## src/rtl/act_skew_feeder_if.sv

```systemverilog
// Control, unified-buffer row and skewed-activation signals of the activation skew feeder.
// act_zp is present only when ACT_ZERO_POINT_EN is defined.
interface act_skew_feeder_if #(
   parameter int N      = 3,
   parameter int DATA_W = 8,
   parameter int ROW_W  = 256
);
   logic                start;
   logic [7:0]          rows;
   logic                advance;
   logic                in_valid;
   logic [ROW_W-1:0]    in_data;
   logic                in_ready;
   logic [N*DATA_W-1:0] act_out;
   logic [N-1:0]        act_valid;
   logic                busy;
   logic                done;
`ifdef ACT_ZERO_POINT_EN
   logic [DATA_W-1:0]   act_zp;

   modport master (output start, rows, advance, in_valid, in_data, act_zp,
                   input  in_ready, act_out, act_valid, busy, done);
   modport slave  (input  start, rows, advance, in_valid, in_data, act_zp,
                   output in_ready, act_out, act_valid, busy, done);
`else
   modport master (output start, rows, advance, in_valid, in_data,
                   input  in_ready, act_out, act_valid, busy, done);
   modport slave  (input  start, rows, advance, in_valid, in_data,
                   output in_ready, act_out, act_valid, busy, done);
`endif
endinterface

```

## src/rtl/act_skew_feeder.sv

```systemverilog
// Streams unified-buffer rows into the systolic array as a diagonal wavefront (lane k delayed k cycles).
// Optional ACT_ZERO_POINT_EN: subtract a per-pass zero point from each lane and saturate to signed DATA_W.
module act_skew_feeder #(
   parameter int N      = 3,
   parameter int DATA_W = 8,
   parameter int ROW_W  = 256
) (
   input logic              clk,
   input logic              rst,
   act_skew_feeder_if.slave bus
);
   localparam int CNT_W = (N > 1) ? $clog2(N) : 1;

   typedef enum logic [1:0] {IDLE, STREAM, DRAIN, FINISH} state_t;

   state_t              state, state_n;
   logic [7:0]          rem, rem_n;
   logic [CNT_W-1:0]    drn, drn_n;
   logic                accept;
   logic [N*DATA_W-1:0] dat_in;
   logic [N*DATA_W-1:0] dat_p [N];
   logic [N-1:0]        vld_p [N];

`ifdef ACT_ZERO_POINT_EN
   localparam logic signed [DATA_W+1:0] SAT_MAX = (DATA_W+2)'((1 << (DATA_W-1)) - 1);
   localparam logic signed [DATA_W+1:0] SAT_MIN = ~SAT_MAX;

   logic [DATA_W-1:0] zp;

   function automatic logic [DATA_W-1:0] sub_sat(input logic [DATA_W-1:0] a,
                                                 input logic [DATA_W-1:0] b);
      logic signed [DATA_W+1:0] diff;
      diff = $signed({2'b00, a}) - $signed({2'b00, b});
      if (diff > SAT_MAX)
         diff = SAT_MAX;
      else if (diff < SAT_MIN)
         diff = SAT_MIN;
      return diff[DATA_W-1:0];
   endfunction

   always_ff @(posedge clk) begin
      if (rst)
         zp <= '0;
      else if (bus.advance && bus.start && state == IDLE)
         zp <= bus.act_zp;
   end
`endif

   assign bus.in_ready = (state == STREAM) && bus.advance && (rem != 8'd0);
   assign accept       = bus.in_valid && bus.in_ready;
   assign bus.busy     = (state == STREAM) || (state == DRAIN);
   assign bus.done     = (state == FINISH) && bus.advance;

   always_ff @(posedge clk) begin
      if (rst) begin
         state <= IDLE;
         rem   <= '0;
         drn   <= '0;
      end else begin
         state <= state_n;
         rem   <= rem_n;
         drn   <= drn_n;
      end
   end

   // A stalled cycle keeps every control register, so done is deferred with it.
   always_comb begin
      state_n = state;
      rem_n   = rem;
      drn_n   = drn;
      if (bus.advance) begin
         case (state)
            IDLE: begin
               if (bus.start) begin
                  if (bus.rows != 8'd0) begin
                     state_n = STREAM;
                     rem_n   = bus.rows;
                  end else begin
                     state_n = FINISH;
                  end
               end
            end
            STREAM: begin
               if (accept) begin
                  rem_n = rem - 8'd1;
                  if (rem == 8'd1) begin
                     if (N == 1) begin
                        state_n = FINISH;
                     end else begin
                        state_n = DRAIN;
                        drn_n   = CNT_W'(N - 1);
                     end
                  end
               end
            end
            DRAIN: begin
               if (drn == '0)
                  state_n = FINISH;
               else
                  drn_n = drn - 1'b1;
            end
            FINISH:  state_n = IDLE;
            default: state_n = IDLE;
         endcase
      end
   end

   always_comb begin
      dat_in = '0;
      for (int k = 0; k < N; k++) begin
`ifdef ACT_ZERO_POINT_EN
         dat_in[k*DATA_W +: DATA_W] = sub_sat(bus.in_data[k*DATA_W +: DATA_W], zp);
`else
         dat_in[k*DATA_W +: DATA_W] = bus.in_data[k*DATA_W +: DATA_W];
`endif
      end
   end

   // Stage 0: accepted row or bubble; stages 1..N-1 form the per-lane delay lines.
   always_ff @(posedge clk) begin
      if (rst) begin
         for (int s = 0; s < N; s++) begin
            dat_p[s] <= '0;
            vld_p[s] <= '0;
         end
      end else if (bus.advance) begin
         dat_p[0] <= accept ? dat_in : '0;
         vld_p[0] <= {N{accept}};
         for (int s = 1; s < N; s++) begin
            dat_p[s] <= dat_p[s-1];
            vld_p[s] <= vld_p[s-1];
         end
      end
   end

   for (genvar k = 0; k < N; k++) begin : g_lane
      assign bus.act_out[k*DATA_W +: DATA_W] = dat_p[k][k*DATA_W +: DATA_W];
      assign bus.act_valid[k]                = vld_p[k][k];
   end

   if (ROW_W > N*DATA_W) begin : g_unused
      logic unused_hi;
      assign unused_hi = ^bus.in_data[ROW_W-1:N*DATA_W];
   end
endmodule

```

## src/flat_wrapper.sv

```systemverilog
// flat-port wrapper written by rule: the top's interface ports become plain ports
module act_skew_feeder_flat 
#(
   parameter int N      = 3,
   parameter int DATA_W = 8,
   parameter int ROW_W  = 256
)
  (clk, rst, bus_start, bus_rows, bus_advance, bus_in_valid, bus_in_data, bus_in_ready, bus_act_out, bus_act_valid, bus_busy, bus_done);
  act_skew_feeder_if #(.N(N), .DATA_W(DATA_W), .ROW_W(ROW_W)) bus_i ();
  input logic clk;
  input logic rst;
  input wire logic [$bits(bus_i.start)-1:0] bus_start;
  input wire logic [$bits(bus_i.rows)-1:0] bus_rows;
  input wire logic [$bits(bus_i.advance)-1:0] bus_advance;
  input wire logic [$bits(bus_i.in_valid)-1:0] bus_in_valid;
  input wire logic [$bits(bus_i.in_data)-1:0] bus_in_data;
  output wire logic [$bits(bus_i.in_ready)-1:0] bus_in_ready;
  output wire logic [$bits(bus_i.act_out)-1:0] bus_act_out;
  output wire logic [$bits(bus_i.act_valid)-1:0] bus_act_valid;
  output wire logic [$bits(bus_i.busy)-1:0] bus_busy;
  output wire logic [$bits(bus_i.done)-1:0] bus_done;
  assign bus_i.start = bus_start;
  assign bus_i.rows = bus_rows;
  assign bus_i.advance = bus_advance;
  assign bus_i.in_valid = bus_in_valid;
  assign bus_i.in_data = bus_in_data;
  assign bus_in_ready = bus_i.in_ready;
  assign bus_act_out = bus_i.act_out;
  assign bus_act_valid = bus_i.act_valid;
  assign bus_busy = bus_i.busy;
  assign bus_done = bus_i.done;
  act_skew_feeder #(.N(N), .DATA_W(DATA_W), .ROW_W(ROW_W)) u_core (.clk(clk), .rst(rst), .bus(bus_i));
endmodule
```

## config.mk

```make
export PLATFORM = sky130hd
export DESIGN_NAME = act_skew_feeder_flat
export DESIGN_NICKNAME = d
export VERILOG_FILES = /design/src/rtl/act_skew_feeder_if.sv /design/src/rtl/act_skew_feeder.sv /design/src/flat_wrapper.sv
export SDC_FILE = /design/constraint.sdc
export NUM_CORES = 1
export LEC_CHECK = 0
export CAP_MARGIN = 20
export CORE_AREA = 2 2 117 119
export CTS_BUF_LIST = sky130_fd_sc_hd__clkbuf_4 sky130_fd_sc_hd__clkbuf_8 sky130_fd_sc_hd__clkbuf_16
export DETAILED_ROUTE_END_ITERATION = 16
export DIE_AREA = 0 0 119 121
export PLACE_DENSITY = 0.63
export SYNTH_ARGS = -nofsm -noshare
export SYNTH_HDL_FRONTEND = slang
export SYNTH_SLANG_ARGS = --single-unit
```

## constraint.sdc

```tcl
create_clock -name clk -period 5.4 [get_ports clk]
set_input_delay 1.08 -clock clk [delete_from_list [all_inputs] [get_ports clk]]
set_output_delay 1.08 -clock clk [all_outputs]
set_load 0.1 [all_outputs]
```

Word-level counts from Yosys, hierarchy flattened
Memories as Yosys holds them, arrays and structs flattened. Cells that the tools add are included.

Output and inout bits: 30. Flip-flop bits (word level): 12. Memories: 2. Bits of input ports: 269. Memory bits (writable): 81. Logic and storage cells: 61.

Memory list: u_core.dat_p (words 3, bits a word 24, rd ports 3, clocked after Yosys merged registers in 0, wr ports 3, line act_skew_feeder.sv:21) `logic [N*DATA_W-1:0] dat_p [N];`; u_core.vld_p (words 3, bits a word 3, rd ports 3, clocked after Yosys merged registers in 0, wr ports 3, line act_skew_feeder.sv:22) `logic [N-1:0] vld_p [N];`.

Reductions and logical operators: 14. Mux-type cells: 24. Eq/ne operators: 10. Bitwise logic cells: 6. $add $sub $neg: 2.

Operator list (number): 24-bit two-way mux (4); 8-bit two-way mux (3); 8-bit case mux with 2 select lines (1); 8-bit nonzero test (2); 5-bit AND reduction (3); 2-bit two-way mux (6); 3-bit two-way mux (3); 8-bit by 1-bit == test with 1-bit output, second input constant (1); 2-bit inequality test, second input constant (4); 2-bit case mux with 4 select lines (1); 8-bit by 1-bit subtractor with 8-bit output, second input constant (1); 1-bit OR (6); 1-bit two-way mux (5); 2-bit == test, second input constant (2); 1-bit logical AND (4); 2-bit zero test (2); 2-bit by 1-bit inequality test with 1-bit output, second input constant (2); 2-bit case mux with 2 select lines (1); 2-bit nonzero test (2); 2-bit by 1-bit == test with 1-bit output, second input constant (1); 2-bit by 1-bit subtractor with 2-bit output, second input constant (1); 1-bit logical OR (1).

Logic depth before layout (Yosys ltp)
Depth after elaboration: 6. Mapped depth: 7. Depth with buffers taken out: 6.

Worst setup path after synthesis
Ideal clock, no wire load.

Path kind: in2out. From: input bus_advance. To: output bus_in_ready. Data arrival time: 1.854 ns. Slack: 2.466 ns. Buffers on the path: 0. Stages: 1. Data required time: 4.320 ns. Cells stage by stage: and3_1.

Cells in the longest elaborated chain, start to end: 2.

RTL lines: start, declared (line flat_wrapper.sv:14) `input wire logic [$bits(bus_i.advance)-1:0] bus_advance;`; 1-bit logical AND (2 in series) (line act_skew_feeder.sv:49) `assign bus.in_ready = (state == STREAM) && bus.advance && (rem != 8'd0);`; end, declared (line flat_wrapper.sv:17) `output wire logic [$bits(bus_i.in_ready)-1:0] bus_in_ready;`.

Every way passes these cells.

Worst setup path in the final report
Ends and elaborated chain as after synthesis.

==> flow_metrics.tcl <==
set metrics [dict create \
    outcome "completed" \
    final_hold_viol_count 0 \
    max-slew-margin-rel 0.310 \
    synth_top_flop_cell "edfxtp_1" \
    min_period_ns 4.13 \
    path_common_cell "clkdlybuf4s50_1" \
    drtIter0Drc 172 \
    max_freq_mhz 242 \
    start_util 0.233 \
    cp_slowest_cell "clkdlybuf4s50_1" \
    cts_tree "built" \
    pre_cts_ws_ns 1.29 \
    synthCells 248 \
    row_count 42 \
    antenna_found_initial 0 \
    nets 573 \
    synthesis.area_mm2 0.00305 \
    min_path_type "reg -> reg" \
    syn_nets 526 \
    power_density_mw_per_mm2 370 \
    grt_pass1_wl_um 9980 \
    ant_nets 0 \
    clock-root-buffer "clkbuf_16" \
    leakage_nw 1.49 \
    syn_to_final_growth_pct 32.0 \
    io_buffers 66 \
    core_area_mm2 0.0131 \
    syn_area_per_cell_um2 12.3 \
    crit_fanout 8 \
    vias_per_cell 4.28 \
    die_height_um 121 \
    cts.reportedPaths.clkPinSlew_ns 0.05 \
    ys_ff_latch 63 \
    io_pins 299 \
    cp-end-kind "primary output" \
    grt-ovfl-total 0 \
    die_area_mm2 0.0144 \
    vias 2038 \
    yosys.area.top_type_share 0.502 \
    drv_cap 0 \
    cts_htree_levels 3 \
    fin_ws_ns 1.27 \
    cts.sinks 63 \
    crit_chain "clkdlybuf4s50_1 -> and3_1 -> clkdlybuf4s50_1" \
    grt_pass1_vias 1928 \
    ys_seq_area_frac 0.581 \
    clk_latency_ns 0.33 \
    drt_wl_total_um 6110 \
    fin_skew_ns 0.00469 \
    synthTopCellsByCount "and2_1 (51), edfxtp_1 (51), buf_4 (24)" \
    dp_hpwl_um 4180 \
    regArea_mm2 0.00177 \
    cp.required_ns 4.32 \
    drc 0 \
    hold_buffers 0 \
    fill_cells 1339 \
    cts_resized 0 \
    routedWlPerCell_um 12.8 \
    arrival_ns 3.05 \
    grtUsageTotal 0.0911 \
    place_congestion 0.800 \
    tightest_slew_ns 1.03 \
    path_class "in -> out" \
    critPathLaunchType "input pin" \
    drive_gt1_frac 0.100 \
    cts_setup_buffers 0 \
    synth_area_leaders "edfxtp_1 (50%), and2_1 (10%), dfxtp_1 (7.9%), buf_4 (5.9%), ha_1 (3.7%)" \
    slew_violations 0 \
    drtPass1Iterations 4 \
    path_buf_inv 2 \
    synth_warnings 0 \
    synth_area_leader_cell "edfxtp_1" \
    tns_ns 0 \
    synth_edf_count 51 \
    rsz0062_at_grt "false" \
    clock_path_buffers 2 \
    ir_drop_mv 0.125 \
    cts_buffers 9 \
    async_flop_share 0 \
    grt_max_degree 36 \
    min_period_over_period 0.765 \
    crit_family "buffers and inverters" \
    synth_cell_type_count 39 \
    die_w_um 119 \
    antenna_cells 0 \
    multi_input_area_mm2 0.00102 \
    crit_path_max_incr_delay_ns 1.15 \
    setup_violations 0 \
]
## report_power, final
part	switching [mW]	internal, mW
clock network	0.206	0.399
logic	0.208	0.0993
registers	0.0174	0.558
## layer usage
metal / vias to the layer above / part of all wire / GRT usage
met1: 944 / 0.47 / 0.119
met3: 13 / 0.072 / 0.0301
met4: 0 / 0.027 / 0.0536
met2: 98 / 0.43 / 0.131
met5: - / 0 / 0
li1: 983 / - / -
## final cells by class
cell class / instances / share of cell area
flip-flops and latches: 63 / 0.440
multi-input cells: 145 / 0.254
repair buffers: 67 / 0.165
clock buffers: 9 / 0.0559
well taps: 176 / 0.0547
clock inverters: 7 / 0.0218
inverters: 9 / 0.00839
## cells in the final DEF, fill, tap and decap left out, types with 5 or more instances in the layout
cell              n
a21oi_1          11
a32o_1            5
and2_1           51
clkbuf_16         9
clkdlybuf4s50_1  65
dfxtp_1          12
edfxtp_1         51
ha_1              9
inv_1             9
nand3_1           8
## through the flow
stage,cells,hold slack [ns],utilization,total power [mW],area (um^2)
final,476,0.514,0.308,1.49,4030
after global routing,476,0.528,0.308,1.56,4030
after CTS,476,0.517,0.308,1.51,4030
after detailed placement,460,0.504,0.284,0.892,3710
after global placement,460,0.499,0.284,0.886,3710
after floorplan,248,0.488,-,0.820,3050
## path summary, 6_finish.rpt
path / from / to / slack, ns / depth (start not counted)
max: bus_advance / bus_in_ready / 1.27 / 3
min: u_core.dat_p[0][9] / u_core.dat_p[0][33] / 0.51 / 1
max reg2reg: u_core.state[1] / u_core.rem[2] / 3.14 / 6
min reg2reg: u_core.dat_p[0][9] / u_core.dat_p[0][33] / 0.51 / 1
## sequential cells by signal, summed over array words and instances (netlist names)
| name | count |
|---|---|
| u_core.dat_p | 48 |
| u_core.drn | 2 |
| u_core.rem | 8 |
| u_core.state | 2 |
| u_core.vld_p | 3 |
## cells by family after synthesis
kind of cell | synth area share
AND/OR/NAND/NOR | 0.205
flip-flops | 0.581
buffers and inverters | 0.0841
AO/OA/AOI/OAI | 0.0935
adder cells (fa/ha/maj) | 0.0369
No activity file was read; power rests on OpenSTA's default activity.
